`config.mk`:
```
export PLATFORM = sky130hd
export DESIGN_NAME = id_ex_register
export DESIGN_NICKNAME = d
export VERILOG_FILES = /design/src/rtl/id_ex_register.sv
export SDC_FILE = /design/constraint.sdc
export NUM_CORES = 1
export LEC_CHECK = 0
export CELL_PAD_IN_SITES_DETAIL_PLACEMENT = 2
export CELL_PAD_IN_SITES_GLOBAL_PLACEMENT = 2
export CORE_AREA = 2 2 123 185
export CTS_BUF_LIST = sky130_fd_sc_hd__clkbuf_16
export DETAILED_ROUTE_END_ITERATION = 16
export DIE_AREA = 0 0 125 187
export DONT_BUFFER_PORTS = 1
export GPL_TIMING_DRIVEN = 0
export PLACE_DENSITY = 0.71
export SLEW_MARGIN = 25
export SYNTH_ARGS = -nofsm -noshare
export SYNTH_HDL_FRONTEND = slang
export SYNTH_SLANG_ARGS = --single-unit
```
`constraint.sdc`:
```
create_clock -name clk -period 0.8 [get_ports clk]
set_input_delay 0.16 -clock clk [delete_from_list [all_inputs] [get_ports clk]]
set_output_delay 0.16 -clock clk [all_outputs]
set_load 0.05 [all_outputs]
```
`src/rtl/id_ex_register.sv`:
```
// id_ex_register: ID/EX pipeline register of the five-stage MIPS pipeline.
// Captures operands, register specifiers, immediate, PC+4, funct and the
// main-control bits decoded in ID and presents them to EX one cycle later.
// The hazard unit drives en (0 = stall, hold contents) and flush (insert
// bubble). Flush outranks a stall; the asynchronous active-low rst
// outranks everything.
//
// Optional feature: define ID_EX_VALID_EN to add a valid_ex flag. It is
// set by a normal load and cleared by reset or flush.
module id_ex_register (
    input  logic        clk,
    input  logic        rst,
    input  logic        en,
    input  logic        flush,

    input  logic [31:0] pc_plus_4_id,
    input  logic [31:0] read_data_1_id,
    input  logic [31:0] read_data_2_id,
    input  logic [31:0] immediate_id,
    input  logic [4:0]  rs_id,
    input  logic [4:0]  rt_id,
    input  logic [4:0]  rd_id,
    input  logic        ctrl_RegDst_id,
    input  logic        ctrl_ALUSrc_id,
    input  logic        ctrl_MemToReg_id,
    input  logic        ctrl_RegWrite_id,
    input  logic        ctrl_MemRead_id,
    input  logic        ctrl_MemWrite_id,
    input  logic        ctrl_Branch_id,
    input  logic [5:0]  funct_id,
    input  logic [1:0]  ctrl_ALUOp_id,

    output logic [31:0] pc_plus_4_ex,
    output logic [31:0] read_data_1_ex,
    output logic [31:0] read_data_2_ex,
    output logic [31:0] immediate_ex,
    output logic [4:0]  rs_ex,
    output logic [4:0]  rt_ex,
    output logic [4:0]  rd_ex,
    output logic        ctrl_RegDst_ex,
    output logic        ctrl_ALUSrc_ex,
    output logic        ctrl_MemToReg_ex,
    output logic        ctrl_RegWrite_ex,
    output logic        ctrl_MemRead_ex,
    output logic        ctrl_MemWrite_ex,
    output logic        ctrl_Branch_ex,
    output logic [5:0]  funct_ex,
    output logic [1:0]  ctrl_ALUOp_ex
`ifdef ID_EX_VALID_EN
    ,
    output logic        valid_ex
`endif
);

    // ---- ID -> EX stage boundary ----

    // Data fields: PC+4, both register-file operands and the immediate.
    always_ff @(posedge clk or negedge rst) begin
        if (!rst) begin
            pc_plus_4_ex   <= '0;
            read_data_1_ex <= '0;
            read_data_2_ex <= '0;
            immediate_ex   <= '0;
        end else if (flush) begin
            pc_plus_4_ex   <= '0;
            read_data_1_ex <= '0;
            read_data_2_ex <= '0;
            immediate_ex   <= '0;
        end else if (en) begin
            pc_plus_4_ex   <= pc_plus_4_id;
            read_data_1_ex <= read_data_1_id;
            read_data_2_ex <= read_data_2_id;
            immediate_ex   <= immediate_id;
        end
    end

    // Register specifiers and funct; cleared on flush so forwarding and
    // hazard logic never match against a bubble.
    always_ff @(posedge clk or negedge rst) begin
        if (!rst) begin
            rs_ex    <= '0;
            rt_ex    <= '0;
            rd_ex    <= '0;
            funct_ex <= '0;
        end else if (flush) begin
            rs_ex    <= '0;
            rt_ex    <= '0;
            rd_ex    <= '0;
            funct_ex <= '0;
        end else if (en) begin
            rs_ex    <= rs_id;
            rt_ex    <= rt_id;
            rd_ex    <= rd_id;
            funct_ex <= funct_id;
        end
    end

    // Main-control bits; all zero makes the EX stage a NOP.
    always_ff @(posedge clk or negedge rst) begin
        if (!rst) begin
            ctrl_RegDst_ex   <= 1'b0;
            ctrl_ALUSrc_ex   <= 1'b0;
            ctrl_MemToReg_ex <= 1'b0;
            ctrl_RegWrite_ex <= 1'b0;
            ctrl_MemRead_ex  <= 1'b0;
            ctrl_MemWrite_ex <= 1'b0;
            ctrl_Branch_ex   <= 1'b0;
            ctrl_ALUOp_ex    <= 2'b00;
        end else if (flush) begin
            ctrl_RegDst_ex   <= 1'b0;
            ctrl_ALUSrc_ex   <= 1'b0;
            ctrl_MemToReg_ex <= 1'b0;
            ctrl_RegWrite_ex <= 1'b0;
            ctrl_MemRead_ex  <= 1'b0;
            ctrl_MemWrite_ex <= 1'b0;
            ctrl_Branch_ex   <= 1'b0;
            ctrl_ALUOp_ex    <= 2'b00;
        end else if (en) begin
            ctrl_RegDst_ex   <= ctrl_RegDst_id;
            ctrl_ALUSrc_ex   <= ctrl_ALUSrc_id;
            ctrl_MemToReg_ex <= ctrl_MemToReg_id;
            ctrl_RegWrite_ex <= ctrl_RegWrite_id;
            ctrl_MemRead_ex  <= ctrl_MemRead_id;
            ctrl_MemWrite_ex <= ctrl_MemWrite_id;
            ctrl_Branch_ex   <= ctrl_Branch_id;
            ctrl_ALUOp_ex    <= ctrl_ALUOp_id;
        end
    end

`ifdef ID_EX_VALID_EN
    // Valid flag: set by a real load, cleared by reset or bubble, held on stall.
    always_ff @(posedge clk or negedge rst) begin
        if (!rst) begin
            valid_ex <= 1'b0;
        end else if (flush) begin
            valid_ex <= 1'b0;
        end else if (en) begin
            valid_ex <= 1'b1;
        end
    end
`endif

endmodule

```
==> flow_summary.json <==
{
  "outcome": "finished with violations",
  "violations": "negative hold slack, negative setup slack",
  "reg2reg_from": "rd_ex[0]",
  "rows": 67,
  "cts_buffer_depth": 2,
  "htreeDepth": 4,
  "slew_viol_final": 0,
  "yosysTopAreaCellShare_pct": 61.3,
  "drt_iter0_markers": 149,
  "setup_ws_ns": -0.350,
  "cp_data_required_time_ns": 0.64,
  "p_leak_nw": 4.18,
  "fin_hold_ws_ns": -0.578,
  "grt_use_total_pct": 20.0,
  "die_x_um": 125,
  "syn_to_final_growth_pct": 42.7,
  "start_util_pct": 29.4,
  "grt_overflow_total": 0,
  "place_ws_ns": -0.802,
  "antenna_found_initial": 2,
  "final_util_pct": 41.9,
  "pin_count": 320,
  "ant_nets": 0,
  "die_y_um": 187,
  "core_um2": 22000,
  "finalSetupTns_ns": -65.44,
  "maxSlewHeadroom_pct": 69.4,
  "synth_nets": 672,
  "hold_buffers": 158,
  "drc": 0,
  "worst_pin_slew_ns": 0.458,
  "finalCritPeriodShare_pct": 144,
  "post-route-min-period_ns": 1.15,
  "reg2regPathDepth": 2,
  "synthCells": 510,
  "postCtsSetupBuffers": 0,
  "grt_max_degree": 159,
  "root_buffer": "clkbuf_16",
  "synth_top_cells_by_count": "dfrtp_1 (158), mux2i_1 (158), nor2_1 (158), buf_2 (13), buf_8 (12)",
  "fillCellCount": 2184,
  "clkTransAtPathRegs_ns": 0.07,
  "pwr_density_cell_nw_per_um2": 2220,
  "finClkSkew_ns": 0,
  "fin_nets": 849,
  "setup_violations": 316,
  "yosysSeqAreaShare_pct": 61.3,
  "netlist_area_um2": 6450,
  "vias": 4722,
  "synth-edff-count": 0,
  "die-area_um2": 23400,
  "post_drt_via_cell_ratio": 4.83,
  "synth_top_flop_cell": "dfrtp_1",
  "ys_async_sr_fraction_pct": 100,
  "drv_cap": 0,
  "drt-total-wl_um": 23300,
  "routedWlPerCell_um": 23.8,
  "io_buffers": 0,
  "synth_warnings": 0,
  "post-dp-hpwl_um": 14200,
  "criticalPathCategory": "register to output port",
  "path_max_fanout": 2,
  "synth_area_leaders": "dfrtp_1 (61%), mux2i_1 (25%), nor2_1 (9.2%)",
  "synth_area_leader_cell": "dfrtp_1",
  "synth.distinct_cells": 10,
  "firstDrtPassIters": 4,
  "grt_pass1_wl_um": 35400,
  "ys_ff_latch": 158,
  "place.gp.congestion": 0.764,
  "cts_tree": "yes",
  "r2r-end": "rd_ex[0]",
  "rrSetupSlack_ns": -0.20,
  "hp-class": "primary input to async pin",
  "hold_viol_final": 158,
  "grt_pass1_vias": 5826,
  "total_power_mw": 20.5,
  "clk-insertion-delay-late_ns": 0.43,
  "synth_area_per_cell_um2": 12.7,
  "multi_input_area_um2": 2230,
  "clock_sinks": 158,
  "end_kind": "output port",
  "rsz0062_at_grt": "yes",
  "crit_arrival_ns": 0.99,
  "peakVddDrop_mv": 1.25,
  "seq_area_um2": 4150,
  "drive_gt1_share_pct": 33.3,
  "fmaxAchievable_mhz": 870,
  "start_kind": "register",
  "cts_buffers": 17
}
==> what timing repair did <==
| item | 4_1_cts | 5_1_grt |
|---|---|---|
| hold endpoints to repair | 316 | 158 |
| pin swaps | 0 | 24 |
| gates resized for setup | 2 | 15 |
| endpoints found under the setup margin | 316 | 316 |
==> metrics by stage <==
step / hold slack, ns / cells / area [um^2]
3_5_place_dp: -0.133 / 786 / 7010
6_report: -0.578 / 978 / 9210
2_1_floorplan: -0.136 / 510 / 6660
4_1_cts: -0.607 / 976 / 9150
5_1_grt: -0.604 / 978 / 9210
3_3_place_gp: -0.132 / 786 / 7010
==> cell type report <==
| class | instances | share of cell area [%] |
|---|---|---|
| clock inverters | 15 | 1.43 |
| flip-flops and latches | 158 | 45.1 |
| well taps | 276 | 3.75 |
| repair buffers | 158 | 17.2 |
| plain buffers | 36 | 3.68 |
| diodes | 2 | 0.0543 |
| clock buffers | 17 | 4.62 |
| multi-input cells | 316 | 24.2 |
==> power by group <==
| group | internal [mW] | leakage [nW] | switching, mW |
|---|---|---|---|
| Clock | 4.51 | 0.276 | 3.30 |
| Sequential | 8.51 | 1.87 | 2.07 |
| Combinational | 1.15 | 2.04 | 0.935 |
==> sequential cells by signal (all words and copies together), names as in the netlist <==
| signal | cells |
|---|---|
| rs_ex | 5 |
| funct_ex | 6 |
| ctrl_MemRead_ex | 1 |
| ctrl_RegWrite_ex | 1 |
| ctrl_MemToReg_ex | 1 |
| pc_plus_4_ex | 32 |
| immediate_ex | 32 |
| read_data_1_ex | 32 |
| ctrl_MemWrite_ex | 1 |
| read_data_2_ex | 32 |
| ctrl_ALUOp_ex | 2 |
| ctrl_RegDst_ex | 1 |
| ctrl_Branch_ex | 1 |
| rt_ex | 5 |
| ctrl_ALUSrc_ex | 1 |
| rd_ex | 5 |
==> routing by layer <==
metal	wire length, um	global-route usage, %	part of all wire, %
met5	0	0	0
met4	757	10.0	3.3
met3	1270	5.43	5.4
met2	14000	39.4	60
met1	7240	18.2	31
==> worst max-delay path by stage <==
stage	startpoint	endpoint	slack [ns]	cells past startpoint
finish	read_data_2_ex[31]	read_data_2_ex[31]	-0.35	0
global route	read_data_2_ex[24]	read_data_2_ex[24]	-0.38	0
CTS	read_data_2_ex[24]	read_data_2_ex[24]	-0.37	0
detailed placement	flush	read_data_1_ex[3]	-0.80	4
global placement	flush	read_data_2_ex[29]	-0.71	4
floorplan	pc_plus_4_ex[0]	pc_plus_4_ex[0]	-0.1	2
==> cell families (layout without fill, tap and decap cells) <==
logic type             after synthesis  after routing  synth area share (%)
and+or+nand+nor                    158            158                  9.19
other                                0              2                     0
muxes                              158            158                  24.5
DFF                                158            158                  61.3
buffers and inverters               36            226                  5.04
==> placed cells by master, fill, tap and decap left out <==
cell type and instances:
clkbuf_1 3, buf_4 3, nor2_1 156, clkinv_2 5, mux2i_2 11, bufinv_16 2
clkbuf_16 17, clkinv_4 1, clkinv_1 2, nor2_2 2, mux2i_1 146, buf_2 14
buf_12 1, dlygate4sd3_1 158, buf_8 14, dfrtp_2 158, clkinvlp_4 3, clkbuf_2 1
inv_1 2, diode_2 2, mux2i_4 1
Power figures use the tool's default switching activity.
